**src/rtl/mem_request_queue.sv**
```systemverilog
// In-order memory request queue: buffers core loads/stores, issues at most one per cycle
// through a registered issue stage, and returns load data one cycle after the read strobe.
module mem_request_queue #(
  parameter int          CORE         = 0,
  parameter int unsigned DATA_WIDTH   = 32,
  parameter int unsigned ADDRESS_BITS = 20,
  parameter int unsigned DEPTH_BITS   = 2
) (
  input  logic                    clock,
  input  logic                    reset,
  input  logic                    req_valid,
  input  logic                    req_write,
  input  logic [ADDRESS_BITS-1:0] req_address,
  input  logic [DATA_WIDTH-1:0]   req_data,
  output logic                    req_ready,
  input  logic                    stall,
  output logic                    read,
  output logic                    write,
  output logic [ADDRESS_BITS-1:0] read_address,
  output logic [ADDRESS_BITS-1:0] write_address,
  output logic [DATA_WIDTH-1:0]   in_data,
  input  logic [DATA_WIDTH-1:0]   mem_data,
  output logic                    resp_valid,
  output logic [ADDRESS_BITS-1:0] resp_address,
  output logic [DATA_WIDTH-1:0]   resp_data,
  output logic [DEPTH_BITS:0]     count
);

  localparam int unsigned Depth = 1 << DEPTH_BITS;
  localparam logic [DEPTH_BITS:0]   FullCount = {1'b1, {DEPTH_BITS{1'b0}}};
  localparam logic [DEPTH_BITS:0]   CountOne  = {{DEPTH_BITS{1'b0}}, 1'b1};
  localparam logic [DEPTH_BITS-1:0] PtrOne    = {{(DEPTH_BITS-1){1'b0}}, 1'b1};

  // Core index is informational only.
  logic unused_core;
  assign unused_core = ^CORE;

  // Queue storage, indexed by head/tail pointers.
  logic                    ent_write_q   [Depth];
  logic [ADDRESS_BITS-1:0] ent_address_q [Depth];
  logic [DATA_WIDTH-1:0]   ent_data_q    [Depth];

  logic [DEPTH_BITS-1:0] head_q, head_d;
  logic [DEPTH_BITS-1:0] tail_q, tail_d;
  logic [DEPTH_BITS:0]   count_q, count_d;

  logic                    read_q, write_q;
  logic [ADDRESS_BITS-1:0] read_address_q, write_address_q;
  logic [DATA_WIDTH-1:0]   in_data_q;

  logic                    resp_valid_q;
  logic [ADDRESS_BITS-1:0] resp_address_q;
  logic [DATA_WIDTH-1:0]   resp_data_q;

  logic push, issue;

  // Handshake decode and next-state for pointers and occupancy.
  always_comb begin
    req_ready = (count_q < FullCount);
    push      = req_valid & req_ready;
    // Issue uses pre-edge occupancy, so a request pushed this edge cannot bypass.
    issue     = ~stall & (count_q != '0);
    head_d    = issue ? head_q + PtrOne : head_q;
    tail_d    = push ? tail_q + PtrOne : tail_q;
    count_d   = count_q;
    if (push && !issue) begin
      count_d = count_q + CountOne;
    end else if (!push && issue) begin
      count_d = count_q - CountOne;
    end
  end

  // Pointer and occupancy registers.
  always_ff @(posedge clock) begin
    if (!reset) begin
      head_q  <= '0;
      tail_q  <= '0;
      count_q <= '0;
    end else begin
      head_q  <= head_d;
      tail_q  <= tail_d;
      count_q <= count_d;
    end
  end

  // Entry storage write at the tail; contents need no reset since occupancy gates use.
  always_ff @(posedge clock) begin
    if (push) begin
      ent_write_q[tail_q]   <= req_write;
      ent_address_q[tail_q] <= req_address;
      ent_data_q[tail_q]    <= req_data;
    end
  end

  // Registered issue stage: one strobe per issued entry, unused fields forced to zero.
  always_ff @(posedge clock) begin
    if (!reset || !issue) begin
      read_q          <= 1'b0;
      write_q         <= 1'b0;
      read_address_q  <= '0;
      write_address_q <= '0;
      in_data_q       <= '0;
    end else begin
      read_q          <= ~ent_write_q[head_q];
      write_q         <= ent_write_q[head_q];
      read_address_q  <= ent_write_q[head_q] ? '0 : ent_address_q[head_q];
      write_address_q <= ent_write_q[head_q] ? ent_address_q[head_q] : '0;
      in_data_q       <= ent_write_q[head_q] ? ent_data_q[head_q] : '0;
    end
  end

  // Load response: capture memory data during the read cycle.
  always_ff @(posedge clock) begin
    if (!reset) begin
      resp_valid_q   <= 1'b0;
      resp_address_q <= '0;
      resp_data_q    <= '0;
    end else begin
      resp_valid_q   <= read_q;
      resp_address_q <= read_q ? read_address_q : '0;
      resp_data_q    <= read_q ? mem_data : '0;
    end
  end

  assign read          = read_q;
  assign write         = write_q;
  assign read_address  = read_address_q;
  assign write_address = write_address_q;
  assign in_data       = in_data_q;
  assign resp_valid    = resp_valid_q;
  assign resp_address  = resp_address_q;
  assign resp_data     = resp_data_q;
  assign count         = count_q;

endmodule

```
**config.mk**
```make
export PLATFORM = sky130hd
export DESIGN_NAME = mem_request_queue
export DESIGN_NICKNAME = d
export VERILOG_FILES = /design/src/rtl/mem_request_queue.sv
export SDC_FILE = /design/constraint.sdc
export NUM_CORES = 1
export LEC_CHECK = 0
export BUFFER_PORTS_ARGS = -buffer_cell sky130_fd_sc_hd__buf_4
export CAP_MARGIN = 20
export CORE_ASPECT_RATIO = 1.1
export CORE_UTILIZATION = 55
export DETAILED_ROUTE_END_ITERATION = 8
export PLACE_DENSITY = 0.82
export SYNTH_ARGS = -nofsm -noshare
export SYNTH_HDL_FRONTEND = slang
export SYNTH_SLANG_ARGS = --single-unit
```
**constraint.sdc**
```tcl
create_clock -name clock -period 6.4 [get_ports clock]
set_input_delay 0.64 -clock clock [delete_from_list [all_inputs] [get_ports clock]]
set_output_delay 0.64 -clock clock [all_outputs]
set_load 0.02 [all_outputs]
```
After elaboration in Yosys (flattened, before gate mapping)
Memories as Yosys holds them, arrays and structs flattened. A register that Yosys moved wholly into a read port is not among the register bits.
Index checks and enable logic that the tools add are counted.
W data, S select, Z words.
- add/sub/neg operators: 4
- $lt $le $gt $ge: 1
- muxes and demuxes: 8
- bitwise logic cells: 4
- reduce and logical (&&, ||, !) cells: 11
- operators with widths (cell ; number):
    $mux W2 ; 4
    $mux W3 ; 2
    $add A2 B1 Y2 const B ; 2
    $reduce_or A2 Y1 ; 2
    $add A3 B1 Y3 const B ; 1
    $logic_not A1 Y1 ; 3
    $lt A3 B3 Y1 const B ; 1
    $reduce_bool A3 Y1 ; 1
    $sub A3 B1 Y3 const B ; 1
    $and A1 B1 Y1 ; 2
    $logic_and A1 B1 Y1 ; 2
    $mux W1 ; 2
    $not A1 Y1 ; 2
    $reduce_and A2 Y1 ; 1
    $reduce_bool A2 Y1 ; 1
    $logic_or A1 B1 Y1 ; 1
- flip-flop bits (word level): 102
- bits in writable memories: 212
- input bits: 89
- output and inout port bits: 131
- memories: 3
- memory list (memory ; words ; bits a word ; rd ports ; clocked after memory_dff ; write ports ; line ; RTL):
    ent_data_q ; 4 ; 32 ; 1 ; 1 ; 1 ; 41 ; logic [DATA_WIDTH-1:0] ent_data_q [Depth];
    ent_address_q ; 4 ; 20 ; 1 ; 1 ; 1 ; 40 ; logic [ADDRESS_BITS-1:0] ent_address_q [Depth];
    ent_write_q ; 4 ; 1 ; 1 ; 1 ; 1 ; 39 ; logic ent_write_q [Depth];

Depth between registers and ports, before layout
- depth after elaboration: 6
- depth in mapped cells: 8
- mapped depth without buffers: 8

Worst setup path before layout
OpenSTA, ideal clock, no wires.
- path type: in2reg
- start point: input req_valid
- end point: memory ent_address_q[0][0] (enable)
- setup time: 0.416 ns
- data arrival time: 2.284 ns
- slack: 3.700 ns
- stages: 3
- path buffers: 1
- path through: nor2b_1 > clkbuf_1 > and2_1
- word-level cells in the longest chain between the ends: 3
- RTL lines (item ; line ; RTL):
    from (decl) ; 11 ; input logic req_valid,
    $and A1 B1 Y1 ; 60 ; push = req_valid & req_ready;
    named net push ; 55 ; logic push, issue;
    $mux W1 ; 88 ; if (push) begin
    $mux W1 (not written as such) ; 90 ; ent_address_q[tail_q] <= req_address;
    to (decl) ; 40 ;
The timed path passes the listed nets, and every way through them passes these cells.

==> flow_summary.yaml <==
global_routing:
  grt_max_degree: 65
  grtUsageTotal_pct: 22.0
  grt_first_pass_wirelength_um: 35200
  gr-total-overflow: 0
  antenna_found_initial: 0
  grt_pass1_vias: 6240
clocking:
  cts_max_level: 2
  cts-buffers-inserted: 34
  clock_tree.root_cell: "clkbuf_16"
  clkTransAtPathRegs_ns: 0.06
  insertion_delay_ns: 0.51
  post_cts_resized: 0
  postCtsSetupBuffers: 0
  cts_hold_buf: 0
  cts_buffer_depth: 3
  tritoncts: "built"
  clkSinkCount: 348
timing:
  rsz0062_at_grt: "false"
  tns_ns: 0
  fin_ws_ns: 3.65
  hold_viol_final: 0
  maxSlewViolCount: 0
  period_minus_slack_ns: 2.75
  fin_crit_sh_pct: 43.0
  hold-worst-slack_ns: 0.335
  worst_pin_slew_ns: 1.06
  setup_viol: 0
  relSlewSlack_pct: 28.9
  fmax_mhz: 364
  fin_skew_ns: 0.0133
power_and_ir_drop:
  peakVddDrop_v: 0.000252
  leakagePower_nw: 5.69
  power.density_nw_per_um2: 387
floorplanning:
  die_h_um: 154
  ios: 220
  start_util_pct: 56.0
  row_count: 55
  die_w_um: 140
  core_area_sq_um: 20600
  dieArea_sq_um: 21500
yosys:
  synth-edff-count: 212
  synth_seq_area_share_pct: 78.9
  yosysUniqueCellTypes: 24
  syn_inst: 598
  syn_area_per_cell_sq_um: 19.3
  netlist_area_sq_um: 11500
  synth_nets: 693
  async_reset_ff_share_pct: 0
  yosys_warnings: 0
  ys_ff_latch: 348
  yosys_most_used_dff: "edfxtp_1"
cells_and_area:
  final_common_cell: "buf_4"
  layout_common_cells: "buf_4, edfxtp_1, dfxtp_1, nor2b_1, mux4_2"
  n_antenna_cell: 0
  finalNetCount: 922
  area_delta_synth_final_pct: 27.1
  design_area_sq_um: 14600
  layout-drive-gt1-share_pct: 40.0
  instances_no_fill: 1109
setup_path:
  critPathKind: "flop to flop"
  worst_setup_path_start_kind: "flop"
  cp_cell_sequence: "mux4_2, nand4bb_4, nor2b_1"
  critPathMaxStageDelay_ns: 1.02
  critPathMaxFanout: 53
  worst_ep_arrival_time_ns: 3.15
  endpoint_kind: "flop"
  critPathSlowestCell: "dfxtp_1"
  cp.required_ns: 6.80
detailed_routing:
  firstDrtPassIters: 5
  viasPerCell: 5.36
  vias: 5939
  wl_per_cell_um: 20.8
  drt_iter0_drc: 283
  drc: 0
  drt-total-wl_um: 23100
  antenna_left: 0
min_path:
  hold_class: "input pin to flop"
run:
  maxCapViolations: 0
place:
  dp_hpwl_um: 14800
  port_buffers: 219
  dp.cells: 1047
  pre_cts_slack_ns: 3.58
  place_area_sq_um: 13400
  gp_congestion: 0.757
outcome:
  status: "completed"
## worst paths after layout
kind / start / slack [ns] / endpoint / depth (start not counted)
hold reg to reg: read_address[11] / 0.49 / resp_address[11] / 1
setup / recovery: flop / 3.65 / in_data[26] / 3
hold / removal: req_data[4] / 0.33 / ent_data_q[3][4] / 1
setup reg to reg: flop / 3.65 / in_data[26] / 3
## Yosys cell counts (3+ instances only)
master,instances,area (sq um)
edfxtp_1,212,6370
dfxtp_1,136,2720
nor2b_1,55,344
mux4_2,53,1190
and3_1,52,325
and2_1,27,169
clkbuf_1,19,71.3
buf_2,13,65.1
inv_1,6,22.5
ha_1,5,62.6
a21boi_0,3,22.5
## critical path: cells and delay by family (launching register included)
family	cells	cell delay (ns)
muxes	1	0.46
DFF	1	1.02
and+or+nand+nor	2	1.15
## flip-flops by register name, indices dropped and copies added, names as in the netlist, named ones only
signal / flops
count: 3
ent_address_q: 80
ent_data_q: 128
ent_write_q: 4
head_q: 2
in_data: 32
read: 1
read_address: 20
resp_address: 20
resp_data: 32
resp_valid: 1
tail_q: 2
write: 1
write_address: 20
## report_power, final
| group | switching (mW) | internal, mW | leakage, nW |
|---|---|---|---|
| Sequential | 0.116 | 2.62 | 3.04 |
| Combinational | 0.418 | 0.424 | 2.05 |
| Clock | 0.787 | 1.31 | 0.599 |
## logic make-up after synthesis
kind of cell	share of synthesized area [%]
AND/OR/NAND/NOR	7.77
adder cells (fa/ha/maj)	0.717
XOR/XNOR	0.228
AO/OA/AOI/OAI	0.424
buffers and inverters	1.38
flip-flops	78.9
multiplexers	10.5
## layer usage
| metal | track usage (%) | wire length, um | vias up |
|---|---|---|---|
| met2 | 40.3 | 12100 | 267 |
| li1 | - | - | 2696 |
| met4 | 6.07 | 425 | 0 |
| met5 | 0 | 0 | - |
| met1 | 25.4 | 8530 | 2941 |
| met3 | 5.89 | 2020 | 35 |
## metrics by stage
| stage | power [mW] | util (%) |
|---|---|---|
| after floorplan | 3.30 | - |
| after global placement | 3.60 | 65.2 |
| after detailed placement | 3.63 | 65.2 |
| after CTS | 5.73 | 71.1 |
| after global routing | 5.89 | 71.1 |
| final | 5.67 | 71.1 |
## cell type report
class                      count  area (sq um)
sequential                   348          9090
clock inverter                11           153
fill                        1284          5940
clock buffer                  51          1060
multi-input combinational    212          2300
inverter                       6          22.5
tap                          256           320
timing repair buffer         225          1690
Note: power is estimated with default switching activity, not from simulation.
